$ cat src/rtl/cpu_defines.sv
// Shared CPU definitions: AXI size codes
// and uncached write buffer FSM states.
package cpu_defines;

  localparam logic [2:0] AXI_SIZE_BYTE = 3'd0;
  localparam logic [2:0] AXI_SIZE_HALF = 3'd1;
  localparam logic [2:0] AXI_SIZE_WORD = 3'd2;

  typedef enum logic [1:0] {
    WBUF_IDLE = 2'd0,
    WBUF_ADDR = 2'd1,
    WBUF_RESP = 2'd2
  } wbuf_state_e;

endpackage

$ cat src/rtl/wbuf_fifo.sv
// Store queue for the uncached write buffer:
// entry storage, pointers, occupancy vector.
module wbuf_fifo #(
  parameter int DEPTH  = 4,
  parameter int ADDR_W = 32
) (
  input  logic                          clk,
  input  logic                          rst,
  input  logic                          push_i,
  input  logic [ADDR_W-1:0]             push_addr_i,
  input  logic [1:0]                    push_size_i,
  input  logic [31:0]                   push_wdata_i,
  input  logic [3:0]                    push_wstrb_i,
  input  logic                          pop_i,
  output logic                          full_o,
  output logic                          empty_o,
  output logic [ADDR_W-1:0]             head_addr_o,
  output logic [1:0]                    head_size_o,
  output logic [31:0]                   head_wdata_o,
  output logic [3:0]                    head_wstrb_o,
  output logic [DEPTH-1:0]              ent_valid_o,
  output logic [DEPTH*(ADDR_W-2)-1:0]   ent_waddr_o
);

  localparam int AW = $clog2(DEPTH);
  localparam int PW = AW + 1;

  logic [PW-1:0]     rd_ptr_q, rd_ptr_d;
  logic [PW-1:0]     wr_ptr_q, wr_ptr_d;
  logic [PW-1:0]     count;
  logic [AW-1:0]     off;
  logic              do_push, do_pop;

  logic [ADDR_W-1:0] addr_q  [DEPTH];
  logic [1:0]        size_q  [DEPTH];
  logic [31:0]       wdata_q [DEPTH];
  logic [3:0]        wstrb_q [DEPTH];

  assign full_o  = (wr_ptr_q[AW] != rd_ptr_q[AW]) &&
                   (wr_ptr_q[AW-1:0] == rd_ptr_q[AW-1:0]);
  assign empty_o = (wr_ptr_q == rd_ptr_q);

  assign do_push = push_i && !full_o;
  assign do_pop  = pop_i && !empty_o;

  assign head_addr_o  = addr_q[rd_ptr_q[AW-1:0]];
  assign head_size_o  = size_q[rd_ptr_q[AW-1:0]];
  assign head_wdata_o = wdata_q[rd_ptr_q[AW-1:0]];
  assign head_wstrb_o = wstrb_q[rd_ptr_q[AW-1:0]];

  // Pointer next-state; wrap is natural modulo 2*DEPTH.
  always_comb begin
    wr_ptr_d = wr_ptr_q + PW'(do_push);
    rd_ptr_d = rd_ptr_q + PW'(do_pop);
  end

  // Pointer registers.
  always_ff @(posedge clk) begin
    if (rst) begin
      wr_ptr_q <= '0;
      rd_ptr_q <= '0;
    end else begin
      wr_ptr_q <= wr_ptr_d;
      rd_ptr_q <= rd_ptr_d;
    end
  end

  // Entry storage, written at the tail on push.
  always_ff @(posedge clk) begin
    if (do_push) begin
      addr_q[wr_ptr_q[AW-1:0]]  <= push_addr_i;
      size_q[wr_ptr_q[AW-1:0]]  <= push_size_i;
      wdata_q[wr_ptr_q[AW-1:0]] <= push_wdata_i;
      wstrb_q[wr_ptr_q[AW-1:0]] <= push_wstrb_i;
    end
  end

  // Slot i is occupied when its distance from the head is below count.
  always_comb begin
    count       = wr_ptr_q - rd_ptr_q;
    off         = '0;
    ent_valid_o = '0;
    ent_waddr_o = '0;
    for (int i = 0; i < DEPTH; i++) begin
      off            = AW'(i) - rd_ptr_q[AW-1:0];
      ent_valid_o[i] = ({1'b0, off} < count);
      ent_waddr_o[i*(ADDR_W-2) +: (ADDR_W-2)] = addr_q[i][ADDR_W-1:2];
    end
  end

endmodule

$ cat src/rtl/uncached_wbuf.sv
// Posted write buffer for uncached stores:
// drains entries as single-beat AXI writes.
module uncached_wbuf
  import cpu_defines::*;
#(
  parameter int DEPTH  = 4,
  parameter int ADDR_W = 32
) (
  input  logic              clk,
  input  logic              rst,
  input  logic              req_valid,
  output logic              req_ready,
  input  logic [ADDR_W-1:0] req_addr,
  input  logic [1:0]        req_size,
  input  logic [31:0]       req_wdata,
  input  logic [3:0]        req_wstrb,
  input  logic [ADDR_W-1:0] rd_check_addr,
  output logic              rd_conflict,
  output logic              empty,
  output logic [ADDR_W-1:0] awaddr,
  output logic [7:0]        awlen,
  output logic [2:0]        awsize,
  output logic              awvalid,
  input  logic              awready,
  output logic [31:0]       wdata,
  output logic [3:0]        wstrb,
  output logic              wlast,
  output logic              wvalid,
  input  logic              wready,
  input  logic              bvalid,
  output logic              bready
);

  wbuf_state_e state_q, state_d;
  logic        aw_done_q, aw_done_d;
  logic        w_done_q, w_done_d;
  logic        pop;
  logic        fifo_full, fifo_empty;
  logic [1:0]  head_size;
  logic [DEPTH-1:0]            ent_valid;
  logic [DEPTH*(ADDR_W-2)-1:0] ent_waddr;
  logic        unused_lsb;

  wbuf_fifo #(
    .DEPTH  (DEPTH),
    .ADDR_W (ADDR_W)
  ) u_fifo (
    .clk          (clk),
    .rst          (rst),
    .push_i       (req_valid && req_ready),
    .push_addr_i  (req_addr),
    .push_size_i  (req_size),
    .push_wdata_i (req_wdata),
    .push_wstrb_i (req_wstrb),
    .pop_i        (pop),
    .full_o       (fifo_full),
    .empty_o      (fifo_empty),
    .head_addr_o  (awaddr),
    .head_size_o  (head_size),
    .head_wdata_o (wdata),
    .head_wstrb_o (wstrb),
    .ent_valid_o  (ent_valid),
    .ent_waddr_o  (ent_waddr)
  );

  assign req_ready  = !fifo_full;
  assign empty      = fifo_empty && (state_q == WBUF_IDLE);
  assign awlen      = 8'd0;
  assign awsize     = {1'b0, head_size};
  assign wlast      = 1'b1;
  assign unused_lsb = ^rd_check_addr[1:0];

  // Drain FSM state and per-entry handshake flags.
  always_ff @(posedge clk) begin
    if (rst) begin
      state_q   <= WBUF_IDLE;
      aw_done_q <= 1'b0;
      w_done_q  <= 1'b0;
    end else begin
      state_q   <= state_d;
      aw_done_q <= aw_done_d;
      w_done_q  <= w_done_d;
    end
  end

  // AW and W complete independently; response pops the head.
  always_comb begin
    state_d   = state_q;
    aw_done_d = aw_done_q;
    w_done_d  = w_done_q;
    awvalid   = 1'b0;
    wvalid    = 1'b0;
    bready    = 1'b0;
    pop       = 1'b0;
    unique case (state_q)
      WBUF_IDLE: begin
        if (!fifo_empty) state_d = WBUF_ADDR;
      end
      WBUF_ADDR: begin
        awvalid = !aw_done_q;
        wvalid  = !w_done_q;
        if (awvalid && awready) aw_done_d = 1'b1;
        if (wvalid && wready)   w_done_d  = 1'b1;
        if (aw_done_d && w_done_d) state_d = WBUF_RESP;
      end
      WBUF_RESP: begin
        bready = 1'b1;
        if (bvalid) begin
          pop       = 1'b1;
          aw_done_d = 1'b0;
          w_done_d  = 1'b0;
          state_d   = WBUF_IDLE;
        end
      end
      default: state_d = WBUF_IDLE;
    endcase
  end

  // Any occupied entry (head included) with the same word address.
  always_comb begin
    rd_conflict = 1'b0;
    for (int i = 0; i < DEPTH; i++) begin
      if (ent_valid[i] &&
          ent_waddr[i*(ADDR_W-2) +: (ADDR_W-2)] == rd_check_addr[ADDR_W-1:2])
        rd_conflict = 1'b1;
    end
  end

endmodule
$ cat config.mk
export PLATFORM = sky130hd
export DESIGN_NAME = uncached_wbuf
export DESIGN_NICKNAME = d
export VERILOG_FILES = /design/src/rtl/cpu_defines.sv /design/src/rtl/wbuf_fifo.sv /design/src/rtl/uncached_wbuf.sv
export SDC_FILE = /design/constraint.sdc
export NUM_CORES = 1
export LEC_CHECK = 0
export BUFFER_PORTS_ARGS = -buffer_cell sky130_fd_sc_hd__buf_2
export CORE_AREA = 4 4 249 129
export CTS_CLUSTER_DIAMETER = 200
export DETAILED_ROUTE_END_ITERATION = 10
export DIE_AREA = 0 0 253 133
export GPL_TIMING_DRIVEN = 0
export SYNTH_ARGS = -nofsm -noshare
export SYNTH_HDL_FRONTEND = slang
export SYNTH_HIERARCHICAL = 1
export SYNTH_SLANG_ARGS = --single-unit
$ cat constraint.sdc
create_clock -name clk -period 15.6 [get_ports clk]
set_clock_uncertainty 0.05 [all_clocks]
set_input_delay 2.34 -clock clk [delete_from_list [all_inputs] [get_ports clk]]
set_output_delay 2.34 -clock clk [all_outputs]
set_load 0.005 [all_outputs]
Word level (Yosys, flattened, before mapping)

Memory sizes are Yosys's and may differ from the RTL's. A register that Yosys moved wholly into a read port is not among the register bits.
Index checks and enable logic that the tools add are counted.

Memory bits (writable): 280
Bits in latches: 0
Register bits after elaboration: 10
Memories: 4
Memory bits (read-only): 0

Memories:

| name           | depth | width | read ports | clocked after memory_dff | wr ports | line            | source |
|---|---|---|---|---|---|---|---|
| u_fifo.addr_q  | 4     | 32    | 5          | 1                        | 1        | wbuf_fifo.sv:34 | `logic [ADDR_W-1:0] addr_q [DEPTH];` |
| u_fifo.wdata_q | 4     | 32    | 1          | 1                        | 1        | wbuf_fifo.sv:36 | `logic [31:0] wdata_q [DEPTH];` |
| u_fifo.wstrb_q | 4     | 4     | 1          | 1                        | 1        | wbuf_fifo.sv:37 | `logic [3:0] wstrb_q [DEPTH];` |
| u_fifo.size_q  | 4     | 2     | 1          | 1                        | 1        | wbuf_fifo.sv:35 | `logic [1:0] size_q [DEPTH];` |

Shifts and indexed selects: 0
Reduce and logical (&&, ||, !) cells: 20
Equal/unequal tests: 12
$lt $le $gt $ge: 4
Multipliers: 0
Multiplexer cells: 26
Divide/modulo/power cells: 0
Bitwise gates (word level): 0
$add $sub $neg: 7

Operators with widths:

| cell                                                               | number |
|---|---|
| 30-bit == test                                                     | 4 |
| 1-bit 2-to-1 mux                                                   | 16 |
| 2-bit 2-to-1 mux                                                   | 7 |
| 1-bit logical AND                                                  | 12 |
| 2-bit by 3-bit < comparator with 1-bit output                      | 4 |
| 3-bit by 1-bit adder with 3-bit output                             | 2 |
| 2-bit inequality test (second input constant)                      | 3 |
| 2-bit one-hot mux with 3 select lines                              | 1 |
| 1-bit logical NOT                                                  | 4 |
| 1-bit one-hot mux with 2 select lines                              | 2 |
| 1-bit by 2-bit subtractor with 2-bit output (first input constant) | 2 |
| 2-bit subtractor (first input constant)                            | 2 |
| 3-bit == test                                                      | 1 |
| 3-bit AND reduction                                                | 1 |
| 3-bit subtractor                                                   | 1 |
| 2-bit by 1-bit == test with 1-bit output (second input constant)   | 1 |
| 2-bit == test                                                      | 1 |
| 2-bit == test (second input constant)                              | 1 |
| 2-bit logical NOT                                                  | 1 |
| 2-bit AND reduction                                                | 1 |
| 2-bit nonzero test                                                 | 1 |
| 1-bit inequality test                                              | 1 |

Logic depth before layout (Yosys ltp)

Gate-level depths: netlist of run 1.

Depth after elaboration: 7
Depth in mapped cells: 13
Gate-level depth less buffers: 12

Modules after synthesis

Netlist of run 1, hierarchy kept.

Modules (own cells, without submodules):

| module        | cells an instance | times used | sequential area each (sq um) | area each (sq um) |
|---|---|---|---|---|
| wbuf_fifo     | 542               | 1          | 8528.2                       | 11606.1 |
| uncached_wbuf | 210               | 1          | 80.1                         | 1694.1 |

Least setup slack after synthesis of run 1

Ideal clock, no wire load.

Path kind: input-to-reg
Start point: in req_valid
End point: mem u_fifo.addr_q[0][0] (enable)
Slack: 1.240 ns
Arrival time: 13.439 ns
Path buffers: 0
Cell stages on the path: 3
Setup time: 0.871 ns
Cell sequence: nor2b_1 inv_1 a2111oi_0

Longest elaborated chain between the ends: 4

RTL lines:

| element                                | line                | source |
|---|---|---|
| from (decl)                            | uncached_wbuf.sv:11 | `input logic req_valid,` |
| 1-bit logical AND                      | uncached_wbuf.sv:50 | `.push_i (req_valid && req_ready),` |
| 1-bit logical AND                      | wbuf_fifo.sv:43     | `assign do_push = push_i && !full_o;` |
| 1-bit 2-to-1 mux                       | wbuf_fifo.sv:70     | `if (do_push) begin` |
| 1-bit 2-to-1 mux (implied by the code) | wbuf_fifo.sv:71     | `addr_q[wr_ptr_q[AW-1:0]] <= push_addr_i;` |
| to (decl)                              | wbuf_fifo.sv:34     |  |

Every way passes these cells.

Final worst setup path of run 1

Start point: reg u_fifo.rd_ptr_q[1]
End point: out rd_conflict

RTL lines:

| element                                                                         | line                             | source |
|---|---|---|
| from (decl)                                                                     | wbuf_fifo.sv:28                  | `logic [PW-1:0] rd_ptr_q, rd_ptr_d;` |
| from (signal assigned)                                                          | wbuf_fifo.sv:64                  | `rd_ptr_q <= rd_ptr_d;` |
| 3-bit subtractor or 1-bit by 2-bit subtractor with 2-bit output (tied branches) | wbuf_fifo.sv:80, wbuf_fifo.sv:85 |  |
| 2-bit by 3-bit < comparator with 1-bit output (*)                               | wbuf_fifo.sv:86                  | `ent_valid_o[i] = ({1'b0, off} < count);` |
| via ent_valid[1]                                                                | uncached_wbuf.sv:40              | `logic [DEPTH-1:0] ent_valid;` |
| 1-bit logical AND (*)                                                           | uncached_wbuf.sv:123             | `if (ent_valid[i] &&` |
| 1-bit 2-to-1 mux (*) (3 in series)                                              | uncached_wbuf.sv:123             |  |
| to (decl)                                                                       | uncached_wbuf.sv:18              | `output logic rd_conflict,` |

The timed path passes the listed nets; every way through them passes the cells marked *.

==> results.txt, run 1 <==
- The run finished with clean final reports.
- Total of warnings raised by yosys: 6
- The first global-routing pass estimated 45100 um of wire.
- Flops & latches, synth: 290
- Class of the most critical hold timing path: reg2reg
* Number of buffers added by the clock tree synthesis step: 27
* Share of total power in the clock network: 0.380
* Critical path required time: 13.21 ns
- Clock-pin slew was measured on the worst setup and hold paths at 0.07 ns.
- Share of cells above drive strength 1: 0.482
* Type of element launching the critical path: flip-flop
- Overall power after layout: 1760 uW
- Setup repair after global routing left no endpoint under its margin.
- Overall die area: 33600 um^2
- Synthesized area divided by synthesized cell count: 17.7 um^2
* Total net switching power: 391 uW
- Sequential share of power: 0.517
- The number of antenna violations at the first check in global routing came to 5.
- Clock tree from TritonCTS: built
* Total clock sinks: 290
- Clock Tree Buf Depth: 3
- Area of combinational cells with multiple inputs: 3460 um^2
- Switching part of the total: 0.222
- Total half-perimeter wirelength after legalization and detailed placement: 23700 um
* Post-CTS Resized: 0
* Worst slew slack as a fraction of its limit: 0.475
- The clock period could shrink to 6.79 ns.
- The share of the Yosys chip area taken by registers is 0.647.
- Final clock period utilization by the worst path: 0.435
- For this run, design rule violations remaining after detail routing come to 0.
* Largest fanout of any net on the critical path: 10
* Number of post-CTS setup repair buffers: 0
- Area of the core: 30000 um^2
* Combinational share of power: 0.103
* Max-slew violations: 0
- For the worst setup path, the data arrival time is 4.40 ns.
- Cell count after synthesis: 752
- Dividing total power by cell area gives a power density of 110 nW/um^2.
- After detailed routing, the number of vias per cell comes to 4.92.
- The detailed router finished its first iteration with 470 violations.
- Register area: 8610 um^2
- Actual slew at the worst max-slew pin: 0.781 ns
* Initial core utilization: 0.444
- Max-cap violations in this run came to 0.
* Clk Latency, worst-skew pair: 0.54 ns
* Netlist area before placement: 13300 um^2
- Sort of element at the end of the critical path: output port
- Detailed-routing iteration count for the pre-antenna-repair pass: 5
- At the placement stage, the worst setup path has a slack of 9.32 ns.
- Synth cell types: 31
- Counting the fill cells in the layout gives 2464.
* Width of the die: 253 um
- Based on the critical path, the design can be clocked at up to 147 MHz.
* Vias after detailed routing: 7050
* # IOs: 194
- Detailed-route wire length: 30700 um
- Entering global routing, the biggest net connects 16 pins.
- Root buffer cell: sky130_fd_sc_hd__clkbuf_16
* Critical setup path kind: reg2out
- Once detail routing completed, the nets flagged for antenna violations numbered 0.
* Net count of the finished layout: 1135
* Startpoint of the worst hold path: aw_done_q
- The congestion estimate from routability-driven global placement came to 0.856.
* Via count of the first global-routing pass: 6996
- WL per Instance: 21.4 um
- Total GRT Usage: 0.181
- For this run the aggregate overflow at the end of global routing stands at 0.
- Cell internal power dissipation: 1370 uW
- Final count of hold timing violations: 0
- In this run the worst setup path begins at u_fifo/rd_ptr_q[1].
- Relative area change from synthesis to final layout: 20.0%
* Leakage: 0.00584 uW
* CTS Hold Bufs: 0
- Count of final setup violators: 0
- H-tree depth: 1
- Crit path setup slack, layout: 8.81 ns
- Sum of negative setup slack: 0 ns
* Start of the worst register-to-register path: u_fifo/rd_ptr_q[1]
- Number of placement rows: 45
- Number of buffers added on ports: 173
- Max VDD drop: 107 uV
* Die extent in y: 133 um
[registers in the layout, indices dropped and copies added, names as in the netlist]
name	count
u_fifo/addr_q	128
u_fifo/wdata_q	128
u_fifo/wstrb_q	16
u_fifo/size_q	8
u_fifo/rd_ptr_q	3
u_fifo/wr_ptr_q	3
state_q	2
aw_done_q	1
w_done_q	1
[final timing paths]
| kind | end | slack, ns | cells after the start |
|---|---|---|---|
| setup reg to reg | u_fifo/wdata_q[2][7] | 10.97 | 14 |
| hold / removal | aw_done_q | 0.45 | 2 |
| hold reg to reg | aw_done_q | 0.45 | 2 |
| setup / recovery | rd_conflict | 8.81 | 13 |
[layer usage]
metal	track usage	part of all wire	up-vias	wire length [um]
met4	0.0275	0.015	6	458
met3	0.0485	0.074	42	2270
met5	0	0.00091	-	28
met1	0.287	0.49	3545	14900
li1	-	-	3263	-
met2	0.255	0.43	194	13100
[logic make-up after synthesis]
| logic type | share of synthesized area |
|---|---|
| compound gates | 0.00781 |
| xor+xnor | 0.0851 |
| flops | 0.647 |
| buf+inv | 0.0964 |
| simple gates | 0.0310 |
| mux | 0.119 |
| fa+ha+maj | 0.0128 |
| other cells | 0.000565 |
[per-stage QoR]
stage	std cells	instance area, um^2	utilization	hold slack (ns)
after floorplan	760	13300	-	0.404
after global placement	1332	14700	0.491	0.435
after detailed placement	1384	15100	0.503	0.433
after CTS	1433	16000	0.533	0.443
after global routing	1434	16000	0.533	0.463
final	1434	16000	0.533	0.446
[layout by cell type (no fill, tap or decap), types with 3 or more instances in the layout]
cell                         synthesis  routed
sky130_fd_sc_hd__o21ai_0             6       6
sky130_fd_sc_hd__buf_6               7       9
sky130_fd_sc_hd__edfxtp_1          280     280
sky130_fd_sc_hd__clkinvlp_4          0       4
sky130_fd_sc_hd__clkbuf_16           0      27
sky130_fd_sc_hd__nor4_1             16      16
sky130_fd_sc_hd__xnor2_2             3       3
sky130_fd_sc_hd__dfxtp_1            10      10
sky130_fd_sc_hd__nand2_1             4       4
sky130_fd_sc_hd__nand4_1            25      25
sky130_fd_sc_hd__buf_2               8     200
sky130_fd_sc_hd__xor2_1             46      46
sky130_fd_sc_hd__ha_1               12      12
sky130_fd_sc_hd__inv_1              10      10
sky130_fd_sc_hd__nor2_1              9       9
sky130_fd_sc_hd__clkbuf_1            0       3
sky130_fd_sc_hd__mux4_2             68      68
sky130_fd_sc_hd__and2_1              3       3
sky130_fd_sc_hd__xnor2_1            75      75
sky130_fd_sc_hd__bufinv_16           0       4
sky130_fd_sc_hd__a2111oi_2           0       4
sky130_fd_sc_hd__a21oi_1             5       5
sky130_fd_sc_hd__clkinv_2            0       9
sky130_fd_sc_hd__buf_12              7       7
sky130_fd_sc_hd__conb_1              2      10
sky130_fd_sc_hd__nor2b_1            11      11
sky130_fd_sc_hd__buf_4             130     161
[cell usage after synthesis]
| cell type | n | area share |
|---|---|---|
| sky130_fd_sc_hd__mux4_1 | 2 | 0.0040 |
| sky130_fd_sc_hd__inv_1 | 10 | 0.0028 |
| sky130_fd_sc_hd__o21ai_0 | 6 | 0.0023 |
| sky130_fd_sc_hd__ha_1 | 12 | 0.011 |
| sky130_fd_sc_hd__buf_4 | 130 | 0.073 |
| sky130_fd_sc_hd__nand2_1 | 4 | 0.0011 |
| sky130_fd_sc_hd__nand2b_1 | 1 | 0.00047 |
| sky130_fd_sc_hd__nor3b_1 | 1 | 0.00056 |
| sky130_fd_sc_hd__nor2b_1 | 11 | 0.0052 |
| sky130_fd_sc_hd__nor4_1 | 16 | 0.0075 |
| sky130_fd_sc_hd__xnor2_1 | 75 | 0.049 |
| sky130_fd_sc_hd__xor3_1 | 1 | 0.0018 |
| sky130_fd_sc_hd__o21a_1 | 1 | 0.00056 |
| sky130_fd_sc_hd__edfxtp_1 | 280 | 0.63 |
| sky130_fd_sc_hd__a21oi_1 | 5 | 0.0019 |
| sky130_fd_sc_hd__buf_2 | 8 | 0.0030 |
| sky130_fd_sc_hd__clkbuf_2 | 2 | 0.00075 |
| sky130_fd_sc_hd__nor2_1 | 9 | 0.0025 |
| sky130_fd_sc_hd__and2_1 | 3 | 0.0014 |
| sky130_fd_sc_hd__buf_6 | 7 | 0.0059 |
| sky130_fd_sc_hd__dfxtp_1 | 10 | 0.015 |
| sky130_fd_sc_hd__xor2_1 | 46 | 0.030 |
| sky130_fd_sc_hd__o22ai_1 | 1 | 0.00047 |
| sky130_fd_sc_hd__buf_12 | 7 | 0.011 |
| sky130_fd_sc_hd__xnor2_2 | 3 | 0.0037 |
| sky130_fd_sc_hd__nand4_1 | 25 | 0.012 |
| sky130_fd_sc_hd__mux4_2 | 68 | 0.12 |
| sky130_fd_sc_hd__a2111oi_0 | 4 | 0.0026 |
| sky130_fd_sc_hd__fa_1 | 1 | 0.0015 |
| sky130_fd_sc_hd__conb_1 | 2 | 0.00056 |
| sky130_fd_sc_hd__nor3_1 | 1 | 0.00038 |
[worst max-delay path, stage by stage (launching register included)]
cell and delay [ns]:
sky130_fd_sc_hd__dfxtp_1 0.41, sky130_fd_sc_hd__buf_2 0.34, sky130_fd_sc_hd__buf_2 0.40, sky130_fd_sc_hd__inv_1 0.16, sky130_fd_sc_hd__fa_1 0.55, sky130_fd_sc_hd__inv_1 0.09, sky130_fd_sc_hd__ha_1 0.30, sky130_fd_sc_hd__nor2_1 0.04
sky130_fd_sc_hd__o21ai_0 0.60, sky130_fd_sc_hd__nand4_1 0.17, sky130_fd_sc_hd__nor4_1 0.38, sky130_fd_sc_hd__nand4_1 0.16, sky130_fd_sc_hd__nand4_1 0.12, sky130_fd_sc_hd__buf_2 0.13
[power by group through the flow]
stage	Sequential (uW)	Combinational [uW]	Clock, uW
floorplan	937	94.6	0
global placement	956	167	0
detailed placement	926	181	0
CTS	909	182	689
global route	912	195	725
finish	909	180	668
[area by class of cell]
type / count / area share
clock buffer: 30 / 0.0430
antenna: 1 / 0.000157
sequential: 290 / 0.539
inverter: 10 / 0.00235
timing repair buffer: 225 / 0.0762
multi-input combinational: 306 / 0.217
buffer: 154 / 0.0780
clock inverter: 19 / 0.0127
tap: 399 / 0.0313
No activity file was read; power rests on OpenSTA's default activity.
==> inputs of run 2 (changes only) <==
==> constraint.sdc (replaced) <==
create_clock -name clk -period 6.9 [get_ports clk]
set_clock_uncertainty 0.05 [all_clocks]
set_input_delay 1.035 -clock clk [delete_from_list [all_inputs] [get_ports clk]]
set_output_delay 1.035 -clock clk [all_outputs]
set_load 0.005 [all_outputs]
==> run 2 against run 1 <==
- clock power increased by 120%
- design area decreased by 0.25%
- setup slack got worse by 7.6 ns
- sequential share of layout area increased by 0.14 points
- final cell count about the same
- combinational power increased by 120%
- sequential cell count unchanged
- largest cell class unchanged
- largest power group unchanged
- hold slack got worse by 0.0065 ns
- non-clock buffer count decreased by 1
- power increased by 120%
==> results.txt, run 2 (synthesized netlist as in run 1, its figures left out) <==
- Antenna viol nets, final: 0 (unchanged)
- Clk pin slew, worst setup/hold paths: 0.06 ns (about the same)
* Detailed-routing iteration count for the pre-antenna-repair pass: 5 (unchanged)
- The flow ran to the end, and the final reports show no timing, DRC or antenna violations.
- The least setup slack across all paths after layout is 1.20 ns (-7.61 ns).
* Placement-stage worst setup slack: 1.97 ns (-7.35 ns)
* Maximum number of pins on one net before global-route repair: 15 (-1)
- The detailed-route via count came to 7121 (+1.0%).
- Clock Tree Buf Depth: 3 (unchanged)
- Layout Utilization: 0.532 (-0.00134)
- Number of buffers added on ports: 173 (unchanged)
- Non-Filler Cell Area, Final: 15900 um^2 (-0.25%)
- The ratio of cells with drive above 1 in the final layout came to 0.475 (-0.00626).
* Max VDD drop: 181 uV (+68%)
- The path class of the tightest hold or removal check is reg2reg.
- The critical path is of the reg2out type.
* First-pass GRT wire length: 46000 um (+2.0%)
- The count of clock tree sinks came to 290 (unchanged).
- Max-cap violations: 0 (unchanged)
- Number of buffers added by the clock tree synthesis step: 28 (+3.7%)
- The power consumption was 3900 uW (+120%).
* Post-route minimum period: 5.70 ns
- Fmax: 175 MHz
- In this run the clock root is driven by a sky130_fd_sc_hd__clkbuf_16.
* Via count of the first global-routing pass: 7217 (+3.2%)
* H-tree depth: 1 (unchanged)
* RD Place Congestion: 0.762 (-11%)
- WL per Instance: 21.6 um (+0.74%)
* Capture point of the worst path: rd_conflict
* Critical path required time: 5.81 ns (-7.40 ns)
- The total I/O pin count was 194 (unchanged).
- Number of placement rows: 45 (unchanged)
- The number of antenna violations at the first check in global routing came to 3 (-2).
* Area of combinational cells with multiple inputs: 3460 um^2 (unchanged)
- The transition time at the pin with the least slew margin is 1.05 ns (+0.272 ns).
- Total GRT Usage: 0.184 (+0.00285)
- Placed inst area: 15100 um^2 (about the same)
- The residual DRC count is 0 (unchanged).
- Initial core utilization: 0.444 (unchanged)
- TritonCTS built the clock tree.
- Data arrival at the endpoint of the critical path: 4.62 ns (+0.22 ns)
- The buffers inserted during post-CTS setup optimization was 0 (unchanged).
- The final hold slack came to 0.439 ns (-0.00649 ns).
- Relative area change from synthesis to final layout: 19.7%
- The startpoint identified for the worst register-to-register timing path is u_fifo/rd_ptr_q[1].
- Net count of the finished layout: 1135 (unchanged)
* Sort of element at the end of the critical path: output port
* Sum of overflow across all layers after global routing: 0 (unchanged)
* Post-CTS Resized: 0 (unchanged)
* Width of the die: 253 um (unchanged)
- Setup repair after global routing left no endpoint under its margin.
- The count of fill cells added during filler insertion came to 2498 (+1.4%).
- Area of the core: 30000 um^2 (unchanged)
- Worst slew slack as a fraction of its limit: 0.297 (-0.178)
- Commonest cells after routing, fill and taps aside: 280 x sky130_fd_sc_hd__edfxtp_1, 196 x sky130_fd_sc_hd__buf_2, 165 x sky130_fd_sc_hd__buf_4, 75 x sky130_fd_sc_hd__xnor2_1, 68 x sky130_fd_sc_hd__mux4_2
- Reg-to-reg setup timing slack: 1.97 ns (-9.00 ns)
- The number of cells on the worst reg-to-reg path came to 14 (unchanged).
- The HPWL reported at the end of detailed placement is 23700 um (-0.27%).
- The final max-slew violation count came to 0 (unchanged).
- Overall die area: 33600 um^2 (unchanged)
- Leakage: 0.00581 uW (-0.62%)
- The post-detailed-route via-to-cell ratio is 4.96 (+0.94%).
* CTS Hold Bufs: 0 (unchanged)
* Final count of hold timing violations: 0 (unchanged)
- The power density over the cells is 245 nW/um^2 (+120%).
* Final clock period utilization by the worst path: 0.827
- Commonest non-fill, non-tap cell in the layout: sky130_fd_sc_hd__edfxtp_1
- The number of DRC markers in iteration 0 is 433 (-7.9%).
* Crit path launch: u_fifo/rd_ptr_q[1]
* R2R Path End: u_fifo/wdata_q[1][8]
* Die extent in y: 133 um (unchanged)
- Count of final setup violators: 0 (unchanged)
* Type of element launching the critical path: flip-flop
- Largest fanout of any net on the critical path: 10 (unchanged)
- The clock latency on the worst-skew pair is 0.53 ns (about the same).
* Detailed-route wire length: 31000 um (+0.81%)
* Register area: 8610 um^2 (unchanged)
run 2: worst min-delay path by stage:
stage	startpoint	endpoint	slack [ns]	cells past startpoint
global placement	aw_done_q	aw_done_q	0.42	2
detailed placement	aw_done_q	aw_done_q	0.43	2
finish	aw_done_q	aw_done_q	0.44	2
CTS	aw_done_q	aw_done_q	0.44	2
global route	aw_done_q	aw_done_q	0.47	2
floorplan	aw_done_q	aw_done_q	0.40	2
run 2: through the flow:
step	cells	setup TNS [ns]
5_1_grt	1435	0
6_report	1435	0
4_1_cts	1434	0
2_1_floorplan	760	-889.12
3_5_place_dp	1383	0
3_3_place_gp	1332	-3019.48
run 2: power breakdown:
group	switching (uW)	internal, uW	leakage [uW]	total [uW]
clock	657	786	0.000403	1440
combinational	210	195	0.00275	405
sequential	29.8	2030	0.00265	2060
total	896	3010	0.00581	3900
run 2: per-layer routing:
layer	global-route usage	vias up	part of all wire
li1	-	3263	-
met5	0	-	0.00068
met4	0.0297	4	0.013
met2	0.270	190	0.44
met1	0.285	3627	0.48
met3	0.0434	37	0.067
run 2: worst max-delay path, stage by stage, from the launching register on:
cell                      delay, ns
sky130_fd_sc_hd__dfxtp_1       0.40
sky130_fd_sc_hd__buf_2         0.37
sky130_fd_sc_hd__buf_2         0.41
sky130_fd_sc_hd__inv_1         0.18
sky130_fd_sc_hd__fa_1          0.56
sky130_fd_sc_hd__inv_1         0.10
sky130_fd_sc_hd__ha_1          0.28
sky130_fd_sc_hd__nor2b_1       0.13
sky130_fd_sc_hd__o21ai_0       0.56
sky130_fd_sc_hd__nand4_1       0.20
sky130_fd_sc_hd__nor4_1        0.48
sky130_fd_sc_hd__nand4_1       0.15
sky130_fd_sc_hd__nand4_1       0.13
sky130_fd_sc_hd__buf_2         0.13
run 2: cell type report:
type / instances / area share
Antenna cell: 1 / 0.000157
Timing Repair Buffer: 224 / 0.0763
Inverter: 10 / 0.00236
Clock inverter: 17 / 0.00802
Clock buffer: 34 / 0.0454
Buffer: 154 / 0.0782
Sequential cell: 290 / 0.541
Tap cell: 399 / 0.0314
Multi-Input combinational cell: 306 / 0.218
